### config.mk
export PLATFORM = sky130hd
export DESIGN_NAME = cache_refill_responder
export DESIGN_NICKNAME = d
export VERILOG_FILES = /design/src/rtl/cache_refill_responder_pkg.sv /design/src/rtl/cache_refill_responder_word_buffer.sv /design/src/rtl/cache_refill_responder.sv
export SDC_FILE = /design/constraint.sdc
export NUM_CORES = 2
export LEC_CHECK = 0
export CAP_MARGIN = 20
export CORE_AREA = 2 2 472 474
export CTS_CLUSTER_SIZE = 20
export DETAILED_ROUTE_END_ITERATION = 8
export DIE_AREA = 0 0 474 476
export RECOVER_POWER = 50
export SLEW_MARGIN = 40
export SYNTH_ARGS = -nofsm -noshare
export SYNTH_HDL_FRONTEND = slang
export SYNTH_SLANG_ARGS = --single-unit
### constraint.sdc
create_clock -name clk -period 5.9 [get_ports clk]
set_input_delay 0.885 -clock clk [delete_from_list [all_inputs] [get_ports clk]]
set_output_delay 0.885 -clock clk [all_outputs]
set_load 0.01 [all_outputs]
### src/rtl/cache_refill_responder_pkg.sv
// Shared types and address-field helpers for the cache refill responder.
// Address layout: tag [31:7], set [6], byte offset [5:0].
package cache_refill_responder_pkg;

  localparam int unsigned TAG_W    = 25;
  localparam int unsigned OFFSET_W = 6;
  localparam int unsigned WORD_W   = 32;

  typedef enum logic [2:0] {
    IDLE,
    WB,
    RD_ISSUE,
    RD_WAIT,
    RESP
  } refillState_t;

  function automatic logic [TAG_W-1:0] addrTag(input logic [31:0] addr);
    return addr[31:OFFSET_W+1];
  endfunction

  function automatic logic addrSet(input logic [31:0] addr);
    return addr[OFFSET_W];
  endfunction

endpackage

### src/rtl/cache_refill_responder_word_buffer.sv
// Refill assembly buffer: one word written per cycle by index, whole block
// presented flattened with word i at bits [32i+31:32i].
module refill_word_buffer
  import cache_refill_responder_pkg::*;
#(
  parameter int unsigned WORDS = 16
) (
  input  logic                       clk,
  input  logic                       reset,
  input  logic                       wrEn,
  input  logic [$clog2(WORDS)-1:0]   wrIdx,
  input  logic [WORD_W-1:0]          wrData,
  output logic [WORD_W*WORDS-1:0]    block
);

  logic [WORD_W-1:0] words [WORDS];

  always_ff @(posedge clk) begin
    if (reset) begin
      for (int unsigned i = 0; i < WORDS; i++) words[i] <= '0;
    end else if (wrEn) begin
      words[wrIdx] <= wrData;
    end
  end

  always_comb begin
    block = '0;
    for (int unsigned i = 0; i < WORDS; i++) block[i*WORD_W +: WORD_W] = words[i];
  end

endmodule

### src/rtl/cache_refill_responder.sv
// Miss responder: optional dirty-victim writeback, then a word-by-word block
// fetch, returning the block with tag/set and a round-robin victim way.
module cache_refill_responder
  import cache_refill_responder_pkg::*;
#(
  parameter int unsigned WORDS     = 16,
  parameter int unsigned WAYS_LOG2 = 3,
  parameter int unsigned SETS      = 2
) (
  input  logic                      clk,
  input  logic                      reset,
  input  logic                      req_valid,
  output logic                      req_ready,
  input  logic [31:0]               req_addr,
  input  logic                      req_wb,
  input  logic [TAG_W-1:0]          req_wb_tag,
  input  logic [WORD_W*WORDS-1:0]   req_wb_block,
  output logic                      resp_valid,
  input  logic                      resp_ready,
  output logic [WORD_W*WORDS-1:0]   resp_block,
  output logic [TAG_W-1:0]          resp_tag,
  output logic                      resp_set,
  output logic [WAYS_LOG2-1:0]      resp_way,
  output logic                      resp_valid_bit,
  output logic                      mem_cmd,
  output logic                      mem_we,
  output logic [31:0]               mem_addr,
  output logic [WORD_W-1:0]         mem_wdata,
  input  logic                      mem_ready,
  input  logic                      mem_rvalid,
  input  logic [WORD_W-1:0]         mem_rdata
);

  localparam int unsigned CNT_W = $clog2(WORDS);

  refillState_t               state, stateNext;
  logic [CNT_W-1:0]           cnt;
  logic                       cntLast;
  logic [TAG_W-1:0]           tagQ, wbTagQ;
  logic                       setQ;
  logic [WAYS_LOG2-1:0]       wayQ;
  logic [WORD_W*WORDS-1:0]    wbBlockQ;
  logic [WAYS_LOG2-1:0]       rrPtr [SETS];
  logic                       bufWrEn;

  assign cntLast  = (cnt == CNT_W'(WORDS - 1));
  assign resp_tag = tagQ;
  assign resp_set = setQ;
  assign resp_way = wayQ;

  always_comb begin
    stateNext      = state;
    req_ready      = 1'b0;
    resp_valid     = 1'b0;
    resp_valid_bit = 1'b0;
    mem_cmd        = 1'b0;
    mem_we         = 1'b0;
    mem_addr       = '0;
    mem_wdata      = '0;
    bufWrEn        = 1'b0;
    unique case (state)
      IDLE: begin
        req_ready = 1'b1;
        if (req_valid) stateNext = req_wb ? WB : RD_ISSUE;
      end
      WB: begin
        mem_cmd   = 1'b1;
        mem_we    = 1'b1;
        mem_addr  = {wbTagQ, setQ, cnt, 2'b00};
        mem_wdata = wbBlockQ[cnt*WORD_W +: WORD_W];
        if (mem_ready && cntLast) stateNext = RD_ISSUE;
      end
      RD_ISSUE: begin
        mem_cmd  = 1'b1;
        mem_addr = {tagQ, setQ, cnt, 2'b00};
        if (mem_ready) stateNext = RD_WAIT;
      end
      RD_WAIT: begin
        if (mem_rvalid) begin
          bufWrEn   = 1'b1;
          stateNext = cntLast ? RESP : RD_ISSUE;
        end
      end
      RESP: begin
        resp_valid     = 1'b1;
        resp_valid_bit = 1'b1;
        if (resp_ready) stateNext = IDLE;
      end
      default: stateNext = IDLE;
    endcase
  end

  always_ff @(posedge clk) begin
    if (reset) begin
      state    <= IDLE;
      cnt      <= '0;
      tagQ     <= '0;
      setQ     <= 1'b0;
      wayQ     <= '0;
      wbTagQ   <= '0;
      wbBlockQ <= '0;
      for (int unsigned s = 0; s < SETS; s++) rrPtr[s] <= '0;
    end else begin
      state <= stateNext;
      unique case (state)
        IDLE: begin
          if (req_valid) begin
            tagQ     <= addrTag(req_addr);
            setQ     <= addrSet(req_addr);
            wayQ     <= rrPtr[addrSet(req_addr)];
            wbTagQ   <= req_wb_tag;
            wbBlockQ <= req_wb_block;
            cnt      <= '0;
          end
        end
        WB:      if (mem_ready)  cnt <= cntLast ? '0 : cnt + 1'b1;
        RD_WAIT: if (mem_rvalid) cnt <= cntLast ? '0 : cnt + 1'b1;
        RESP:    if (resp_ready) rrPtr[setQ] <= rrPtr[setQ] + 1'b1;
        default: ;
      endcase
    end
  end

  refill_word_buffer #(.WORDS(WORDS)) wordBuffer (
    .clk    (clk),
    .reset  (reset),
    .wrEn   (bufWrEn),
    .wrIdx  (cnt),
    .wrData (mem_rdata),
    .block  (resp_block)
  );

endmodule

==> run summary <==
status: finished, violations left
violated checks: max-capacitance violations, max-slew violations
WP data arrival: 5670 ps
DIE HEIGHT: 476 µm
CTS tree: built
top cells by area, synth: edfxtp_1, dfxtp_1, nand2_1
largest buffer count on any clock path: 3
placed cell count: 7991
placed cell area: 59260 µm²
clock-pin slew on the worst setup and hold paths: 60 ps
CP startpoint: req_valid
Synth cell types: 50
Syn Area/Cell: 10.83 µm²
Finished Cell Area: 63330 µm²
Clk pwr share: 39.5%
Relative slew margins: -109.8%
r2r endpoint: wbBlockQ[284]$_SDFFE_PP0P_
number of synthesized flops with an enable pin: 518
Main synth FF type: dfxtp_1
register area: 27050 µm²
worst IR drop on VDD: 0.0002654 V
Root Buffer: clkbuf_16
slowest CP cell: clkbuf_1
clock skew: 32.40 ps
Routed WL: 190800 µm
Sw Share: 28.33%
post-CTS setup buffers: 0
Setup crit end kind: flop
core area: 221000 µm²
Pleak: 22.86 nW
antenna violations before repair: 80
Yosys Warn Count: 0
fillers: 22.98k
DR WL/cell: 23.07 µm
all-layer global routing usage: 16.20%
DRT iter0 DRCs: 2808
final hold slack: 448.9 ps
R2R setup slack: 1110 ps
Max H-tree Level: 4
antenna-violating nets left: 0
routed vias: 34.91k
Seq pwr share: 43.9%
GP Congestion: 0.8860
final core occ: 28.65%
Buffers on Ports: 1209
vias in the first global route: 33.98k
cts hold-fix bufs: 0
count of final setup violators: 0
Seq/Total Area, Yosys: 62.19%
worst-skew pair later-pin latency: 770 ps
Initial DRT Pass Iterations: 6
num rows: 173
CP Cell Sequence: dlygate4sd3_1 -> inv_1 -> nor4_1 -> clkbuf_1 -> clkbuf_1 -> clkbuf_2 -> nand2_1 -> a21oi_1
Final Hold Fails: 0
Finished Layout Cells: 8273
synth-to-layout area growth: 45.61%
starting density of the core: 19.68%
# DRC: 0
dominant cell type by area after synthesis: edfxtp_1
Final HPWL DP: 143500 µm
fin. max-slew vios: 315
first-pass GRT wire length: 258100 µm
Cell Int Power: 14.57 mW
area of the multi-input gates: 14910 µm²
fin crit period: 4989 ps
IO Count: 1218
Die X-Extent: 474 µm
TritonCTS Buffers: 130
Total Power: 20.33 mW
synth cell count leaders: nand2_1, dfxtp_1, a21oi_1
top cell type's share of synthesized area: 35.77%
Worst R2R Path Depth: 6
clock sink count: 1092
slowest stage delay, CP: 1250 ps
cells resized by post-CTS repair: 0
CP max FO: 61
WS Path Type: in -> reg
Worst Hold Depth: 2
worst hold path class: reg -> reg
Cells after Synth: 4015
NetSw: 5.760 mW
most frequent CP cell: clkbuf_1
max cap viols: 10
TNS Setup: 0 ps
crit path launch type: primary input
RSZ-0062 raised after global routing: no
P per Cell Area: 321.1 nW/µm²
pin count of the biggest net entering global routing: 188
Yosys reg bits: 1092
Comb pwr share: 16.7%
Overflow after GRT: 0
Mapped Area: 43490 µm²
setup slack after layout: 911.1 ps
pre-CTS setup slack: 1631 ps
FF-to-FF Start: state[1]$_SDFFE_PP0P_
Net count, final: 5764
critical path required time: 6580 ps
Worst-Margin Slew: 3147 ps
Worst Setup EP: wbBlockQ[284]$_SDFFE_PP0P_
vias per inst: 4.220
count leader, synth: nand2_1
Period Utilization, post-route: 84.56%
fmax: 0.2004 GHz
die area: 225600 µm²
Async SR Flop Fraction: 0%
layout cells sized above 1: 8.667%
-- logic make-up (layout without fill, tap and decap cells) --
| logic type | count (synthesis) | count (layout) | share of synthesized area, % |
|---|---|---|---|
| xor gates and xnor gates | 1 | 1 | 0.02014 |
| adders and majority gates | 5 | 5 | 0.1438 |
| buffers and inverters | 341 | 1575 | 3.671 |
| muxes | 139 | 139 | 6.859 |
| other | 1 | 50 | 0.008623 |
| and+or+nand+nor | 1753 | 1753 | 18.58 |
| DFF | 1092 | 1092 | 62.19 |
| AOI/OAI and AO/OA | 683 | 683 | 8.530 |
-- worst min-delay path by stage --
| stage | to | startpoint | slack (ps) |
|---|---|---|---|
| 2_1_floorplan | wbBlockQ[192]$_SDFFE_PP0P_ | wbBlockQ[192]$_SDFFE_PP0P_ | 430 |
| 3_3_place_gp | wbBlockQ[492]$_SDFFE_PP0P_ | wbBlockQ[492]$_SDFFE_PP0P_ | 440 |
| 3_5_place_dp | wbBlockQ[502]$_SDFFE_PP0P_ | wbBlockQ[502]$_SDFFE_PP0P_ | 440 |
| 4_1_cts | wbBlockQ[502]$_SDFFE_PP0P_ | wbBlockQ[502]$_SDFFE_PP0P_ | 450 |
| 5_1_grt | wbBlockQ[220]$_SDFFE_PP0P_ | wbBlockQ[220]$_SDFFE_PP0P_ | 470 |
| 6_report | wbBlockQ[502]$_SDFFE_PP0P_ | wbBlockQ[502]$_SDFFE_PP0P_ | 450 |
-- power by group through the flow --
stage | Combinational [mW] | Clock (mW) | Sequential, mW
global route | 3.68 | 8.50 | 8.97
finish | 3.39 | 8.02 | 8.92
global placement | 3.43 | 0 | 9.05
CTS | 3.51 | 8.20 | 8.92
floorplan | 1.77 | 0 | 9.01
detailed placement | 3.50 | 0 | 9.07
-- critical path: cells and delay by family --
family / cells / cell delay, ps
buffers and inverters: 5 / 3440
and+or+nand+nor: 2 / 1080
AOI/OAI and AO/OA: 1 / 190
-- per-layer routing --
layer	global-route usage (%)	part of all wire, %
met5	0	0.13
met4	10.47	6.5
met3	4.608	8.3
met2	28.24	50
met1	17.10	35
-- sequential cells by signal, summed over array words and instances (netlist names), named ones only --
signal / cells
state: 3
resp_tag: 25
cnt: 4
resp_set: 1
wbTagQ: 25
rrPtr: 6
resp_way: 3
wbBlockQ: 512
wordBuffer.words: 512
-- cell type report --
cell class	count	share of cell area [%]
tap	2975	5.878
clock inverter	55	1.012
inverter	8	0.04742
clock buffer	176	5.726
sequential	1092	42.72
timing repair buffer	1336	20.89
antenna	48	0.1897
multi-input combinational	2583	23.54
-- placed cells by master (no fill, tap or decap), types with 7 or more instances in the layout --
| cell | n |
|---|---|
| and2_1 | 399 |
| clkbuf_1 | 56 |
| buf_12 | 12 |
| clkdlybuf4s50_1 | 813 |
| clkinv_2 | 12 |
| mux2i_1 | 9 |
| clkinv_1 | 10 |
| diode_2 | 48 |
| a22oi_1 | 63 |
| buf_4 | 70 |
| dlygate4sd3_1 | 393 |
| a21oi_1 | 568 |
| nand3_1 | 7 |
| clkbuf_8 | 17 |
| and3_1 | 33 |
| buf_8 | 7 |
| and2_0 | 82 |
| mux4_2 | 127 |
| edfxtp_1 | 518 |
| clkbuf_16 | 131 |
| nor2_4 | 9 |
| o21ai_0 | 11 |
| a22o_1 | 25 |
| dfxtp_1 | 572 |
| nand2_1 | 1168 |
| nor2_1 | 23 |
Power figures use the tool's default switching activity.
